===== src/rtl/pipeline_hazard_ctrl.sv =====
// pipeline_hazard_ctrl
// Central hazard controller for a 5-stage RV32I core. It drives the bubble
// (hold) and flush (clear) controls of the IF/ID/EX/MEM/WB segment
// registers, selects EX operand forwarding, sequences a multi-cycle drain
// after a CSR write, and counts stall and redirect-flush events for debug.
//
// Ports:
//   clk, rst                 core clock, synchronous active-high reset
//   reg*_src_ID, reg*_used_ID  source registers of the instruction in ID
//   reg*_src_EX, reg_dest_EX   register addresses of the instruction in EX
//   load_EX, csr_write_EX      EX instruction kind
//   reg_dest_MEM/WB, reg_write_en_MEM/WB  writers in MEM and WB
//   br_EX, jalr_EX, jal_ID     control-flow redirects
//   miss                       data cache miss pending
//   bubble*/flush*             segment register hold/clear controls
//   op1_sel, op2_sel           EX operand source (0 regfile, 1 MEM, 2 WB)
//   stall_cnt, flush_cnt       wrapping debug event counters
module pipeline_hazard_ctrl #(
    parameter int CSR_DRAIN_CYC = 2,
    parameter int CNT_W         = 32
) (
    input  logic             clk,
    input  logic             rst,
    input  logic [4:0]       reg1_src_ID,
    input  logic [4:0]       reg2_src_ID,
    input  logic             reg1_used_ID,
    input  logic             reg2_used_ID,
    input  logic [4:0]       reg1_src_EX,
    input  logic [4:0]       reg2_src_EX,
    input  logic [4:0]       reg_dest_EX,
    input  logic             load_EX,
    input  logic             csr_write_EX,
    input  logic [4:0]       reg_dest_MEM,
    input  logic             reg_write_en_MEM,
    input  logic [4:0]       reg_dest_WB,
    input  logic             reg_write_en_WB,
    input  logic             br_EX,
    input  logic             jalr_EX,
    input  logic             jal_ID,
    input  logic             miss,
    output logic             bubbleF,
    output logic             flushF,
    output logic             bubbleD,
    output logic             flushD,
    output logic             bubbleE,
    output logic             flushE,
    output logic             bubbleM,
    output logic             flushM,
    output logic             bubbleW,
    output logic             flushW,
    output logic [1:0]       op1_sel,
    output logic [1:0]       op2_sel,
    output logic [CNT_W-1:0] stall_cnt,
    output logic [CNT_W-1:0] flush_cnt
);

    typedef enum logic {
        RUN   = 1'b0,
        DRAIN = 1'b1
    } state_t;

    state_t     state, state_nxt;
    logic [2:0] drain_cnt, drain_cnt_nxt;
    logic       load_use;
    logic       redirect;
    logic       redirect_evt;

    assign redirect = br_EX | jalr_EX;

    // A load in EX whose result the ID instruction needs cannot be forwarded
    // in time; x0 never creates a dependency.
    assign load_use = load_EX && (reg_dest_EX != 5'd0) &&
                      ((reg1_used_ID && (reg1_src_ID == reg_dest_EX)) ||
                       (reg2_used_ID && (reg2_src_ID == reg_dest_EX)));

    // Priority-ordered segment controls and next-state logic.
    // NOTE: every signal written here gets a default first, so no path
    // leaves a value unassigned and no latch is inferred.
    always_comb begin
        bubbleF       = 1'b0;
        bubbleD       = 1'b0;
        bubbleE       = 1'b0;
        bubbleM       = 1'b0;
        bubbleW       = 1'b0;
        flushF        = 1'b0;
        flushD        = 1'b0;
        flushE        = 1'b0;
        flushM        = 1'b0;
        flushW        = 1'b0;
        redirect_evt  = 1'b0;
        state_nxt     = state;
        drain_cnt_nxt = drain_cnt;

        if (rst) begin
            flushF = 1'b1;
            flushD = 1'b1;
            flushE = 1'b1;
            flushM = 1'b1;
            flushW = 1'b1;
        end else if (miss) begin
            // Whole pipe holds; the drain sequence is frozen as well.
            bubbleF = 1'b1;
            bubbleD = 1'b1;
            bubbleE = 1'b1;
            bubbleM = 1'b1;
            bubbleW = 1'b1;
        end else if (redirect) begin
            flushD       = 1'b1;
            flushE       = 1'b1;
            redirect_evt = 1'b1;
        end else if (state == DRAIN) begin
            bubbleF = 1'b1;
            bubbleD = 1'b1;
            flushE  = 1'b1;
        end else if (csr_write_EX) begin
            bubbleF       = 1'b1;
            bubbleD       = 1'b1;
            flushE        = 1'b1;
            state_nxt     = DRAIN;
            drain_cnt_nxt = 3'(CSR_DRAIN_CYC);
        end else if (load_use) begin
            bubbleF = 1'b1;
            bubbleD = 1'b1;
            flushE  = 1'b1;
        end else if (jal_ID) begin
            flushD = 1'b1;
        end

        // The drain count advances on every non-miss cycle in DRAIN,
        // including cycles where a redirect owns the controls.
        if (!rst && !miss && (state == DRAIN)) begin
            drain_cnt_nxt = drain_cnt - 3'd1;
            if (drain_cnt <= 3'd1) begin
                state_nxt = RUN;
            end
        end
    end

    // NOTE: sequential state uses non-blocking assignments so every register
    // samples the pre-edge values regardless of statement order.
    always_ff @(posedge clk) begin
        if (rst) begin
            state     <= RUN;
            drain_cnt <= 3'd0;
            stall_cnt <= '0;
            flush_cnt <= '0;
        end else begin
            state     <= state_nxt;
            drain_cnt <= drain_cnt_nxt;
            if (bubbleF) begin
                stall_cnt <= stall_cnt + CNT_W'(1);
            end
            if (redirect_evt) begin
                flush_cnt <= flush_cnt + CNT_W'(1);
            end
        end
    end

    // MEM holds the younger result, so it wins over WB; x0 is never forwarded.
    function automatic logic [1:0] fwd_sel(
        input logic [4:0] src,
        input logic [4:0] dest_mem,
        input logic       wen_mem,
        input logic [4:0] dest_wb,
        input logic       wen_wb
    );
        if (wen_mem && (dest_mem == src) && (src != 5'd0)) begin
            return 2'd1;
        end else if (wen_wb && (dest_wb == src) && (src != 5'd0)) begin
            return 2'd2;
        end
        return 2'd0;
    endfunction

    always_comb begin
        op1_sel = 2'd0;
        op2_sel = 2'd0;
        if (!rst) begin
            op1_sel = fwd_sel(reg1_src_EX, reg_dest_MEM, reg_write_en_MEM,
                              reg_dest_WB, reg_write_en_WB);
            op2_sel = fwd_sel(reg2_src_EX, reg_dest_MEM, reg_write_en_MEM,
                              reg_dest_WB, reg_write_en_WB);
        end
    end

endmodule


===== config.mk =====
export PLATFORM = sky130hd
export DESIGN_NAME = pipeline_hazard_ctrl
export DESIGN_NICKNAME = d
export VERILOG_FILES = /design/src/rtl/pipeline_hazard_ctrl.sv
export SDC_FILE = /design/constraint.sdc
export NUM_CORES = 1
export LEC_CHECK = 0
export ABC_AREA = 1
export CORE_UTILIZATION = 43
export CTS_BUF_LIST = sky130_fd_sc_hd__clkbuf_4 sky130_fd_sc_hd__clkbuf_8
export CTS_CLUSTER_SIZE = 30
export DETAILED_ROUTE_END_ITERATION = 8
export GPL_TIMING_DRIVEN = 0
export PLACE_DENSITY = 0.73
export SYNTH_ARGS = -nofsm -noshare
export SYNTH_HDL_FRONTEND = slang
export SYNTH_SLANG_ARGS = --single-unit

===== constraint.sdc =====
create_clock -name clk -period 2.1 [get_ports clk]
set_input_delay 0.42 -clock clk [delete_from_list [all_inputs] [get_ports clk]]
set_output_delay 0.42 -clock clk [all_outputs]
set_load 0.01 [all_outputs]

==> key figures, run 1 <==
Logic synthesis
  – Syn Inst Count: 698
  – Synth cell types: 34
  – Cell area after technology mapping: 4330 µm²
  – Syn Nets: 749
  – Post-Synth XOR/XNOR Area: 3.44%
  – Mux share of post-synthesis cell area: 0%
  – Yosys warning count: 0
  – Largest family of logic cells by synthesized area: simple AND/OR/NAND/NOR gates
  – #FFs+latches synth: 68
  – Sequential area share after synthesis: 31.4%
  – Compound-Gate Fraction of Synth Area: 8.55%
  – Synthesized area per cell: 6.20 µm²
  – Post-Synth Adder-Cell Area: 1.16%
  – Simple-gate share of the synthesized area: 42.2%

Clocking
  – Cts bufs inserted: 9
  – Sinks on the clock net: 68
  – Clk buf depth: 2
  – CTS tree: built
  – Worst-path clk slew: 0.07 ns
  – Hold buffers post-CTS: 0
  – Root Driver: clkbuf_8
  – Worst skew pair latency: 0.35 ns
  – CTS HTree Levels: 3

Layout
  – Final instance area: 6080 µm²
  – Multi-input logic area: 2490 µm²
  – Nets: 892
  – Register area: 1360 µm²
  – Final Util: 62.2%
  – Commonest non-fill, non-tap cell in the layout: nand2_1
  – P&R area growth vs syn: 40.4%
  – Layout cells sized above 1: 15.2%
  – Fillers: 894
  – Ant. Diodes: 0
  – Most frequent cells in the layout: nand2_1 (163), nor2_1 (103), inv_1 (95)

Worst hold path
  – Hold Crit Start: state
  – Worst hold endpoint: state
  – Hold WC Path Type: reg -> reg
  – Hold path cells: 2

Routing
  – Drt wl/cell: 12.6 µm
  – Vias: 4896
  – Final WL: 12300 µm
  – Initial DRC Count: 184
  – Drt drc: 0
  – Drt first pass iters: 4
  – Via density: 5.00
  – Final ANT Viol Nets: 0

Die
  – DIE WIDTH: 102 µm
  – FP Rows: 36
  – Io pins: 125
  – Die ar.: 10500 µm²
  – Vert. Die Dim: 102 µm
  – Core area: 9770 µm²
  – Initial Util: 44.3%

Worst setup path
  – CP startpoint kind: input pin
  – Worst-case reg-to-reg path depth: 8
  – CP max stage cell: clkdlybuf4s50_1
  – Worst r2r dst: flush_cnt[24]
  – R2R Setup Slk: 0.23 ns
  – Worst endpoint data arrival time: 1.63 ns
  – FF-to-FF Start: flush_cnt[1]
  – Critical Path RT: 1.68 ns
  – Crit Path Class: in -> out
  – Crit Path Max Fanout: 2
  – Crit. End Element: primary output
  – Worst path cell trace: clkdlybuf4s50_1, xnor2_1, nand4_1, nor3_1, buf_2
  – Max stage delay on crit path: 0.54 ns

Global route
  – Total track usage: 24.3%
  – Largest net degree at the start of global routing: 13
  – Vias in the first global route: 4625
  – Total gr overflow: 0
  – Initial antenna violation count: 0
  – First-pass GRT wire length: 20100 µm

Run
  – Max Cap Viol: 0

Power
  – Worst vdd ir: 0.305 mV
  – Static leakage: 2.57 nW
  – Pwr dens: 470 nW/µm²

Placed design
  – DP Wirelength: 9300 µm
  – GP Congestion: 0.914
  – Port-buffer cells: 124
  – Cell area after placement: 5740 µm²

STA
  – Worst slew pin tran: 0.592 ns
  – Maximum clock rate: 488 MHz
  – Final Slew Violations: 0
  – Fin crit share: 97.7%
  – Finish-stage setup viols: 0
  – Minimum clock period: 2.05 ns
  – Final Skew: 0.0121 ns
  – Final Hold Viols: 0
  – Setup_tns: 0 ns
  – Max_slew headroom: 60.5%
  – RSZ-0062 raised after global routing: yes

Run status
  – Status: completed
==> critical path, delay by kind of cell <==
family | cells | cell delay [ns]
buf+inv | 2 | 0.71
simple gates | 2 | 0.33
xor+xnor | 1 | 0.17
==> metal layers <==
layer	share of wire, %	track usage (%)
met1	43	29.0
met2	48	42.3
met3	6.5	5.06
met4	2.1	10.1
met5	0	0
==> layout make-up <==
| cell class | instances | share of cell area [%] |
|---|---|---|
| Multi-Input combinational cell | 494 | 41.0 |
| Tap cell | 133 | 2.74 |
| Clock buffer | 11 | 2.49 |
| Inverter | 115 | 7.31 |
| Clock inverter | 5 | 0.947 |
| Sequential cell | 68 | 22.4 |
| Buffer | 20 | 2.78 |
| Timing Repair Buffer | 133 | 20.4 |
==> flip-flops by register name, indices dropped and copies added (netlist names) <==
signal     count
flush_cnt     32
state          1
drain_cnt      3
stall_cnt     32
==> synthesized netlist by cell type, drive strengths merged <==
library cell / instances / area, µm²
a21oi: 36 / 180
ha: 4 / 50.1
o221ai: 1 / 8.76
o22ai: 2 / 12.5
nand3: 46 / 253
nand4: 18 / 119
xor2: 8 / 70.1
o21ai: 23 / 115
o2111ai: 1 / 8.76
nor2: 117 / 484
nor4: 8 / 50.1
o21a: 2 / 15.0
xnor2: 9 / 78.8
a211oi: 4 / 30.0
nor3b: 4 / 30.0
clkbuf: 5 / 18.8
buf: 16 / 121
inv: 115 / 432
dfxtp: 68 / 1360
nor3: 34 / 218
nand2: 177 / 674
==> where the power goes <==
group          switching, W  leakage (nW)  internal [W]
Combinational      0.000203          1.91      0.000187
Clock              0.000545         0.110      0.000618
Sequential        0.0000101         0.548       0.00130
==> worst max path at each step <==
| stage | from | to | cells past startpoint |
|---|---|---|---|
| 6_report | reg_dest_WB[4] | op1_sel[1] | 5 |
| 5_1_grt | reg2_src_ID[0] | bubbleF | 16 |
| 4_1_cts | reg1_src_ID[1] | bubbleF | 16 |
| 3_5_place_dp | rst | bubbleM | 6 |
| 3_3_place_gp | rst | bubbleW | 6 |
| 2_1_floorplan | reg_dest_EX[3] | bubbleF | 14 |
==> stage by stage <==
stage	hold WS, ns	std cells	setup WS, ns	power [W]
floorplan	0.453	698	0.113	0.00151
global route	0.504	979	-0.0199	0.00296
CTS	0.485	978	0.000574	0.00285
finish	0.490	979	0.0492	0.00286
global placement	0.470	955	-1.27	0.00170
detailed placement	0.473	955	-1.29	0.00171
==> logic make-up after synthesis <==
logic type,Yosys count
and+or+nand+nor,404
AOI/OAI and AO/OA,69
buffers and inverters,136
DFF,68
xor gates and xnor gates,17
adders and majority gates,4
==> timing repair <==
action / in CTS / in global routing
gates resized for setup: 146 / 44
pin swaps: 26 / 26
buffers inserted: 8 / 1
hold endpoints to repair: 0 / 0
endpoints found under the setup margin: 15 / 18
Power figures use the tool's default switching activity.
==> run 2, diff against run 1 <==
==> constraint.sdc (replaced) <==
create_clock -name clk -period 2.1 [get_ports clk]
set_input_delay 0.42 -clock clk [delete_from_list [all_inputs] [get_ports clk]]
set_output_delay 0.42 -clock clk [all_outputs]
set_load 0.005 [all_outputs]
==> key figures, run 2 (same netlist as run 1, synthesis figures left out) <==
Routing
  – Vias: 4913
  – Drt wl/cell: 12.5 µm
  – Initial DRC Count: 214
  – Final WL: 12300 µm
  – Drt drc: 0
  – Final ANT Viol Nets: 0
  – Drt first pass iters: 5
  – Via density: 4.99

Layout
  – Layout cells sized above 1: 15.6%
  – Ant. Diodes: 0
  – Final instance area: 6140 µm²
  – Register area: 1360 µm²
  – Nets: 897
  – Commonest non-fill, non-tap cell in the layout: nand2_1
  – Multi-input logic area: 2500 µm²
  – Fillers: 879
  – Most frequent cells in the layout: nand2_1 (165), nor2_1 (103), inv_1 (95)
  – Regs by FF count: flush_cnt x32, stall_cnt x32, drain_cnt x3
  – P&R area growth vs syn: 41.9%

STA
  – Final Hold Viols: 0
  – Maximum clock rate: 475 MHz
  – Final hold slack: 0.492 ns
  – Final Slew Violations: 0
  – Finish-stage setup viols: 1
  – RSZ-0062 raised after global routing: yes
  – Worst slew pin tran: 0.526 ns
  – Minimum clock period: 2.10 ns
  – Final Skew: 0.00878 ns
  – Final setup margin: -0.00437 ns
  – Setup_tns: -0.00437 ns
  – Fin crit share: 100%
  – Max_slew headroom: 64.9%

Worst setup path
  – Worst r2r dst: flush_cnt[24]
  – Worst endpoint data arrival time: 1.68 ns
  – Max stage delay on crit path: 0.45 ns
  – Crit Path Class: in -> out
  – CP max stage cell: clkdlybuf4s50_1
  – Worst path cell trace: clkdlybuf4s50_1, inv_1, nand2_2, inv_2, nand2_2, nand2_2, buf_6, inv_6, nor2_4, buf_6, buf_6, buf_6
  – Worst setup path endpoint: bubbleF
  – CP Launch Point: jalr_EX
  – Critical Path RT: 1.68 ns
  – Crit Path Max Fanout: 3
  – Top cell by count, worst path: buf_6
  – CP startpoint kind: input pin
  – FF-to-FF Start: flush_cnt[1]
  – Crit. End Element: primary output
  – R2R Setup Slk: 0.28 ns
  – Worst-case reg-to-reg path depth: 8

Power
  – Static leakage: 2.59 nW
  – Worst vdd ir: 0.302 mV
  – Pwr dens: 464 nW/µm²

Run status
  – Status: complete, but fails checks
  – Violated checks: negative setup slack

Clocking
  – Hold buffers post-CTS: 0
  – Cts bufs inserted: 9
  – Root Driver: clkbuf_8
  – Sinks on the clock net: 68
  – Worst skew pair latency: 0.35 ns
  – CTS HTree Levels: 3
  – Clk buf depth: 2
  – CTS tree: built
  – Worst-path clk slew: 0.07 ns

Global route
  – GR Util met1: 29.5%
  – First-pass GRT wire length: 20200 µm
  – Vias in the first global route: 4657
  – M2 GR Usage: 42.2%
  – Met3 Use GR: 4.99%
  – Most used routing layer: met2
  – Total gr overflow: 0
  – Total track usage: 24.4%
  – Largest net degree at the start of global routing: 13
  – Initial antenna violation count: 0

Die
  – Vert. Die Dim: 102 µm
  – Initial Util: 44.3%
  – DIE WIDTH: 102 µm
  – Die ar.: 10500 µm²
  – Io pins: 125
  – Core area: 9770 µm²
  – FP Rows: 36

Placed design
  – DP Wirelength: 9300 µm
  – GP Congestion: 0.914
  – Cell area after placement: 5740 µm²
  – Port-buffer cells: 124

Run
  – Max Cap Viol: 0

Worst hold path
  – Hold WC Path Type: reg -> reg
## run 2: cell types whose count changed in the layout (fill, tap and decap cells not counted), sizes merged
| cell | previous run | this run |
|---|---|---|
| clkdlybuf4s50 | 75 | 77 |
| buf | 48 | 52 |
| dlymetal6s2s | 4 | 3 |
## run 2: worst min path at each step
stage                     startpoint  depth (start not counted)    end
after floorplan                state                          2  state
after CTS                      state                          2  state
after global placement         state                          2  state
after detailed placement       state                          2  state
after global routing           state                          2  state
final                          state                          2  state
## run 2: repair_timing
| action | 4_1_cts | 5_1_grt |
|---|---|---|
| gates cloned | 0 | 0 |
| gates resized for setup | 160 | 28 |
| pin swaps | 36 | 19 |
| endpoints found under the setup margin | 15 | 26 |
| setup buffers | 12 | 2 |
## run 2: area by class of cell
class / count / area share (%)
multi-input combinational: 494 / 40.8
sequential: 68 / 22.2
timing repair buffer: 138 / 21.1
inverter: 115 / 7.11
buffer: 20 / 2.77
tap: 133 / 2.71
clock buffer: 11 / 2.46
clock inverter: 5 / 0.937
## run 2: report_power, final
group | total, W | internal [W] | leakage (nW) | switching, W
clock network | 0.00115 | 0.000618 | 0.110 | 0.000534
registers | 0.00131 | 0.00130 | 0.548 | 0.0000101
logic | 0.000391 | 0.000196 | 1.93 | 0.000196
## run 2: critical path, delay by kind of cell
kind                   cells  cell delay (ns)
buffers and inverters      8             1.03
AND/OR/NAND/NOR            4             0.22
## run 2: layer usage
metal,part of all wire [%],up-vias
met2,48,187
met1,43,2201
met5,0,-
li1,-,2500
met4,1.8,0
met3,7.0,25
## run 2: stage by stage
stage,std cells,utilization [%],setup slack (ns),power (W)
2_1_floorplan,698,-,0.207,0.00151
3_3_place_gp,955,58.7,-1.23,0.00169
3_5_place_dp,955,58.7,-1.26,0.00170
4_1_cts,983,61.7,0.000418,0.00286
5_1_grt,984,62.9,-0.0927,0.00296
6_report,984,62.9,-0.00437,0.00285
